## config.mk

```make
export PLATFORM = sky130hd
export DESIGN_NAME = modexp_controller
export DESIGN_NICKNAME = d
export VERILOG_FILES = /design/src/rtl/modexp_pkg.sv /design/src/rtl/modexp_msb_finder.sv /design/src/rtl/modexp_controller.sv
export SDC_FILE = /design/constraint.sdc
export NUM_CORES = 1
export LEC_CHECK = 0
export BUFFER_PORTS_ARGS = -buffer_cell sky130_fd_sc_hd__buf_2
export CAP_MARGIN = 20
export CELL_PAD_IN_SITES_DETAIL_PLACEMENT = 1
export CELL_PAD_IN_SITES_GLOBAL_PLACEMENT = 1
export CORE_MARGIN = 2
export CORE_UTILIZATION = 44
export CTS_CLUSTER_SIZE = 20
export DETAILED_ROUTE_END_ITERATION = 7
export GPL_ROUTABILITY_DRIVEN = 0
export PLACE_DENSITY_LB_ADDON = 0.1
export SLEW_MARGIN = 20
export SYNTH_ARGS = -nofsm -noshare
export SYNTH_HDL_FRONTEND = slang
export SYNTH_SLANG_ARGS = --single-unit
```

## constraint.sdc

```tcl
create_clock -name clk -period 4.5 [get_ports clk]
set_input_delay 0.225 -clock clk [delete_from_list [all_inputs] [get_ports clk]]
set_output_delay 0.225 -clock clk [all_outputs]
set_load 0.02 [all_outputs]
```

## src/rtl/modexp_pkg.sv

```systemverilog
// Shared types for the modular-exponentiation sequencer: FSM state codes,
// multiplier operation selector and default operand width.
package modexp_pkg;

  localparam int BITS_DEFAULT = 8;

  typedef logic [2:0] state_t;

  localparam state_t S_IDLE  = 3'd0;
  localparam state_t S_CHECK = 3'd1;
  localparam state_t S_MUL   = 3'd2;
  localparam state_t S_GAP   = 3'd3;
  localparam state_t S_FIX   = 3'd4;
  localparam state_t S_FIN   = 3'd5;

  typedef enum logic [2:0] {
    OP_TO_MONT_X,
    OP_TO_MONT_ONE,
    OP_SQ,
    OP_MULX,
    OP_FROM_MONT
  } op_t;

  function automatic int idx_width(input int bits);
    return (bits > 1) ? $clog2(bits) : 1;
  endfunction

endpackage

```

## src/rtl/modexp_msb_finder.sv

```systemverilog
// Combinational highest-set-bit encoder with an all-zero flag; used to skip
// leading zero exponent bits when MODEXP_SKIP_LEADING_ZEROS_EN is defined.
module modexp_msb_finder
  import modexp_pkg::*;
#(
  parameter int BITS = BITS_DEFAULT
) (
  input  logic [BITS-1:0]           value,
  output logic [idx_width(BITS)-1:0] msb,
  output logic                      zero
);

  localparam int IW = idx_width(BITS);

  always_comb begin
    msb  = '0;
    zero = (value == '0);
    // Later (higher) set bits overwrite earlier ones.
    for (int i = 0; i < BITS; i++) begin
      if (value[i]) msb = IW'(i);
    end
  end

endmodule

```

## src/rtl/modexp_controller.sv

```systemverilog
// Left-to-right square-and-multiply sequencer driving one Montgomery multiplier.
// Optional MODEXP_SKIP_LEADING_ZEROS_EN starts the scan at the exponent's top set bit.
module modexp_controller
  import modexp_pkg::*;
#(
  parameter int BITS = BITS_DEFAULT
) (
  input  logic            clk,
  input  logic            reset,
  input  logic            start,
  input  logic [BITS-1:0] base,
  input  logic [BITS-1:0] exponent,
  input  logic [BITS-1:0] modulus,
  input  logic [BITS-1:0] r2,
  output logic            busy,
  output logic            done,
  output logic            err,
  output logic [BITS-1:0] result,
  output logic [BITS-1:0] mm_a,
  output logic [BITS-1:0] mm_b,
  output logic [BITS-1:0] mm_m,
  output logic            mm_go,
  input  logic            mm_done,
  input  logic [BITS-1:0] mm_s
);

  localparam int IW = idx_width(BITS);
  localparam logic [BITS-1:0] MONT_ONE = BITS'(1);

  state_t          state;
  op_t             op, nxt_op, opnd_op;
  logic [IW-1:0]   idx, nxt_idx, scan_top;
  logic            scan_empty, ops_done;
  logic [BITS-1:0] base_r, exp_r, mod_r, r2_r;
  logic [BITS-1:0] acc, xbar, opnd_a, opnd_b;

`ifdef MODEXP_SKIP_LEADING_ZEROS_EN
  logic [IW-1:0] msb;
  logic          exp_zero;

  modexp_msb_finder #(.BITS(BITS)) u_msb (
    .value (exp_r),
    .msb   (msb),
    .zero  (exp_zero)
  );

  assign scan_top   = msb;
  assign scan_empty = exp_zero;
`else
  assign scan_top   = IW'(BITS - 1);
  assign scan_empty = 1'b0;
`endif

  // Successor of the op that just finished (evaluated in GAP).
  always_comb begin
    nxt_op   = op;
    nxt_idx  = idx;
    ops_done = 1'b0;
    case (op)
      OP_TO_MONT_X:   nxt_op = OP_TO_MONT_ONE;
      OP_TO_MONT_ONE: nxt_op = scan_empty ? OP_FROM_MONT : OP_SQ;
      OP_SQ: begin
        if (exp_r[idx]) begin
          nxt_op = OP_MULX;
        end else if (idx == '0) begin
          nxt_op = OP_FROM_MONT;
        end else begin
          nxt_op  = OP_SQ;
          nxt_idx = idx - 1'b1;
        end
      end
      OP_MULX: begin
        if (idx == '0) begin
          nxt_op = OP_FROM_MONT;
        end else begin
          nxt_op  = OP_SQ;
          nxt_idx = idx - 1'b1;
        end
      end
      default: ops_done = 1'b1;
    endcase
  end

  // CHECK launches the first op itself; GAP launches the successor.
  assign opnd_op = (state == S_CHECK) ? op : nxt_op;

  always_comb begin
    opnd_a = acc;
    opnd_b = acc;
    case (opnd_op)
      OP_TO_MONT_X:   begin opnd_a = base_r;   opnd_b = r2_r;     end
      OP_TO_MONT_ONE: begin opnd_a = MONT_ONE; opnd_b = r2_r;     end
      OP_SQ:          begin opnd_a = acc;      opnd_b = acc;      end
      OP_MULX:        begin opnd_a = acc;      opnd_b = xbar;     end
      default:        begin opnd_a = acc;      opnd_b = MONT_ONE; end
    endcase
  end

  always_ff @(posedge clk) begin
    if (reset) begin
      state  <= S_IDLE;
      op     <= OP_TO_MONT_X;
      idx    <= '0;
      busy   <= 1'b0;
      done   <= 1'b0;
      err    <= 1'b0;
      mm_go  <= 1'b0;
      result <= '0;
      mm_a   <= '0;
      mm_b   <= '0;
      mm_m   <= '0;
      acc    <= '0;
      xbar   <= '0;
      base_r <= '0;
      exp_r  <= '0;
      mod_r  <= '0;
      r2_r   <= '0;
    end else begin
      done <= 1'b0;
      case (state)
        S_IDLE: begin
          if (start) begin
            base_r <= base;
            exp_r  <= exponent;
            mod_r  <= modulus;
            r2_r   <= r2;
            idx    <= IW'(BITS - 1);
            op     <= OP_TO_MONT_X;
            busy   <= 1'b1;
            err    <= 1'b0;
            state  <= S_CHECK;
          end
        end
        S_CHECK: begin
          if (!mod_r[0]) begin
            err    <= 1'b1;
            result <= '0;
            state  <= S_FIN;
          end else begin
            idx   <= scan_top;
            mm_a  <= opnd_a;
            mm_b  <= opnd_b;
            mm_m  <= mod_r;
            mm_go <= 1'b1;
            state <= S_MUL;
          end
        end
        S_MUL: begin
          if (mm_done) begin
            if (op == OP_TO_MONT_X) xbar <= mm_s;
            else                    acc  <= mm_s;
            mm_go <= 1'b0;
            state <= S_GAP;
          end
        end
        S_GAP: begin
          if (ops_done) begin
            state <= S_FIX;
          end else begin
            op    <= nxt_op;
            idx   <= nxt_idx;
            mm_a  <= opnd_a;
            mm_b  <= opnd_b;
            mm_go <= 1'b1;
            state <= S_MUL;
          end
        end
        S_FIX: begin
          // Multiplier output may sit in [M, 2M); one subtract normalises it.
          result <= (acc >= mod_r) ? acc - mod_r : acc;
          state  <= S_FIN;
        end
        S_FIN: begin
          done  <= 1'b1;
          busy  <= 1'b0;
          state <= S_IDLE;
        end
        default: state <= S_IDLE;
      endcase
    end
  end

endmodule

```

==> insert_results.sql <==
INSERT INTO impl_metrics (metric_group, metric, value, unit) VALUES
('outcome', 'status', 'complete, no violations', ''),
('floorplanning', 'top_level_ports', '80', ''),
('timing', 'finalHoldViolCount', '0', ''),
('finish', 'num_antenna_cells', '0', ''),
('worst_setup_path', 'crit_path_start', 'acc[0]', ''),
('grt', 'grt_start_max_net_pins', '60', ''),
('synthesis', 'proportion_of_synthesized_area_in_mux_cells', '5.66', '%'),
('worst_setup_path', 'crit_family', 'compound AO/OA/AOI/OAI gates', ''),
('route', 'final_antenna_net_count', '0', ''),
('timing', 'pnr_worst_setup_slack', '1.90', 'ns'),
('synthesis', 'yosysWarnings', '0', ''),
('route', 'routedWlPerCell', '17.5', 'um'),
('floorplanning', 'dieHeight', '104', 'um'),
('cts', 'path_clk_slew', '0.10', 'ns'),
('finish', 'combined_area_of_the_multi_input_logic_cells', '2280', 'sq um'),
('cts', 'clock-sinks', '93', ''),
('synthesis', 'synth-xor-area-share', '0.603', '%'),
('grt', 'track_usage', '24.3', '%'),
('synthesis', 'netlist_area', '4360', 'sq um'),
('synthesis', 'synth_edf_count', '0', ''),
('cts', 'cts-root-to-sink-buffers', '2', ''),
('pwr', 'report.power.total', '1.92', 'mW'),
('worst_setup_path', 'critical_path.slowest_cell', 'dfxtp_1', ''),
('finish', 'area_growth', '15.0', '%'),
('grt', 'antenna_found_initial', '2', ''),
('finish', 'drive_above_1_share', '19.6', '%'),
('synthesis', 'combinational_family_with_the_most_area_after_synthesis', 'simple AND/OR/NAND/NOR gates', ''),
('cts', 'clkLatencyLatePin', '0.37', 'ns'),
('timing', 'finalCriticalPeriod', '2.60', 'ns'),
('timing', 'maxSlewHeadroom', '45.2', '%'),
('cts', 'ctsHtreeMaxLevel', '3', ''),
('worst_setup_path', 'critical_path.endpoint_type', 'flop', ''),
('synthesis', 'ys_ff_latch', '93', ''),
('pwr', 'leakage_power_total', '2.05', 'nW'),
('worst_setup_path', 'worst_setup_path_category', 'reg2reg', ''),
('floorplanning', 'floorplan.die_area', '10700', 'sq um'),
('worst_setup_path', 'critical_path.reg2reg.startpoint', 'acc[0]', ''),
('cts', 'postCtsResizedCells', '0', ''),
('synthesis', 'postSynthCellCount', '525', ''),
('synthesis', 'synth_seq_area_share', '42.7', '%'),
('floorplanning', 'core.rowCount', '36', ''),
('worst_setup_path', 'timing.critical_path.arrival', '2.85', 'ns'),
('finish', 'filler_cell_count', '1211', ''),
('floorplanning', 'core_region_area', '9680', 'sq um'),
('timing', 'post_route_setup_tns', '0', 'ns'),
('synthesis', 'synth_simple_gate_area_share', '22.3', '%'),
('timing', 'tightest_slew', '0.801', 'ns'),
('synthesis', 'mappedNetlistNets', '580', ''),
('synthesis', 'synth.lib_cells_used.distinct', '57', ''),
('worst_setup_path', 'worst-path-buf-inv', '1', ''),
('placed_design', 'hpwlAfterDp', '9.40', 'mm'),
('hold_path', 'min_path_type', 'in2reg', ''),
('route', 'drcViolationCount', '0', ''),
('route', 'route.vias.total', '3991', ''),
('cts', 'buffers_inserted_during_post_cts_setup_optimization', '0', ''),
('grt', 'grt_pass1_wl', '21.0', 'mm'),
('grt', 'vias_in_the_first_global_route', '4092', ''),
('route', 'viasPerCell', '5.50', ''),
('cts', 'cts_buffers', '9', ''),
('finish', 'final-seq-area', '1860', 'sq um'),
('timing', 'finalHoldWorstSlack', '0.0828', 'ns'),
('floorplanning', 'effective_utilization_at_floorplan', '45.0', '%'),
('worst_setup_path', 'cell_by_cell_trace_of_the_critical_path', 'inv_1 -> ha_1 -> fa_1 -> nand2b_1 -> a211oi_1 -> o211ai_1 -> and2_1 -> a32oi_1 -> o31ai_1', ''),
('pwr', 'pwr_density_cell', '384', 'nW/um^2'),
('timing', 'final.period_utilization', '57.8', '%'),
('route', 'drt_first_iter_violations', '187', ''),
('grt', 'gr-total-overflow', '0', ''),
('route', 'route.final.wire_length', '12.7', 'mm'),
('synthesis', 'synth-main-ff-cell', 'dfxtp_1', ''),
('timing', 'fmax', '384', 'MHz'),
('worst_setup_path', 'crit_path_max_incr_delay', '0.45', 'ns');
cell usage after synthesis, types with 2 or more instances:
cell       instances  area, sq um
nand2_1          115          432
dfxtp_1           93         1860
a21oi_1           59          295
nor2_1            52          195
clkbuf_1          22         82.6
nor3_1            19         95.1
mux2i_1           18          180
inv_1             16         60.1
o21ai_0           13         65.1
ha_1              10          125
a221oi_1           8         70.1
a221oi_2           7          105
a222oi_1           7         70.1
and2_1             7         43.8
nand2b_1           6         37.5
a211oi_1           4         30.0
buf_6              4         45.0
nand3_1            4         20.0
nor2b_1            4         25.0
o21a_1             4         30.0
a2111oi_0          3         26.3
a311oi_1           3         26.3
a31oi_1            2         12.5
buf_2              2         10.0
mux4_1             2         52.6
nand4_1            2         12.5
nor3_2             2         20.0
nor3b_1            2         15.0
nor4_1             2         12.5
o211ai_1           2         15.0
o311ai_0           2         17.5
o31ai_1            2         15.0
or2_2              2         12.5
xor2_1             2         17.5
per-stage QoR:
step | cells | area (sq um)
2_1_floorplan | 525 | 4360
3_3_place_gp | 709 | 4780
3_5_place_dp | 709 | 4780
4_1_cts | 725 | 5010
5_1_grt | 725 | 5010
6_report | 725 | 5010
per-layer routing:
layer / track usage, % / vias up / routed length, um
met2: 41.4 / 90 / 6120
met1: 30.7 / 1914 / 5790
met3: 5.79 / 17 / 595
met4: 7.05 / 2 / 191
li1: - / 1968 / -
met5: 0 / - / 13
tightest hold or removal path, delay by kind of cell:
family | cells | cell delay [ns]
buffers and inverters | 1 | 0.10
AOI/OAI and AO/OA | 1 | 0.05
and+or+nand+nor | 1 | 0.05
where the power goes:
group	total (mW)	switching, mW	internal, mW
Combinational	0.355	0.225	0.130
Clock	0.652	0.319	0.333
Sequential	0.916	0.0461	0.870
Total	1.92	0.590	1.33
layout make-up:
| type | count | share of cell area (%) |
|---|---|---|
| Multi-Input combinational cell | 385 | 45.4 |
| Tap cell | 133 | 3.32 |
| Clock buffer | 10 | 2.75 |
| Sequential cell | 93 | 37.1 |
| Inverter | 16 | 1.20 |
| Clock inverter | 6 | 1.85 |
| Timing Repair Buffer | 82 | 8.34 |
worst paths after layout:
kind         depth (start not counted)  slack (ns)         to
max                                  9        1.90  result[6]
min                                  3        0.08  base_r[6]
max reg2reg                          9        1.90  result[6]
min reg2reg                          2        0.46  result[4]
cells in the final DEF, fill, tap and decap left out, types with 3 or more instances in the layout:
| master | synthesis | layout |
|---|---|---|
| o21a_1 | 4 | 4 |
| nor3_1 | 19 | 19 |
| a211oi_1 | 4 | 4 |
| a221oi_2 | 7 | 7 |
| o21ai_0 | 13 | 13 |
| nor2b_1 | 4 | 4 |
| buf_2 | 2 | 79 |
| and2_1 | 7 | 7 |
| a2111oi_0 | 3 | 3 |
| dfxtp_1 | 93 | 93 |
| a21oi_1 | 59 | 59 |
| a311oi_1 | 3 | 3 |
| nand2b_1 | 6 | 6 |
| a221oi_1 | 8 | 8 |
| clkbuf_8 | 0 | 10 |
| ha_1 | 10 | 10 |
| buf_4 | 1 | 3 |
| nor2_1 | 52 | 51 |
| nand3_1 | 4 | 4 |
| mux2i_1 | 18 | 18 |
| inv_1 | 16 | 16 |
| a222oi_1 | 7 | 7 |
| nand2_1 | 115 | 115 |
cell families after synthesis:
logic type      Yosys count
buf+inv                  47
flops                    93
simple gates            224
mux                      21
fa+ha+maj                11
xor+xnor                  3
compound gates          126
sequential cells by signal (all words and copies together), names as in the netlist, 8 cells and up:
| register | cells |
|---|---|
| acc | 8 |
| base_r | 8 |
| exp_r | 8 |
| mm_a | 8 |
| mm_b | 8 |
| mm_m | 8 |
| mod_r | 8 |
| r2_r | 8 |
| result | 8 |
| xbar | 8 |
No activity file was read; power rests on OpenSTA's default activity.
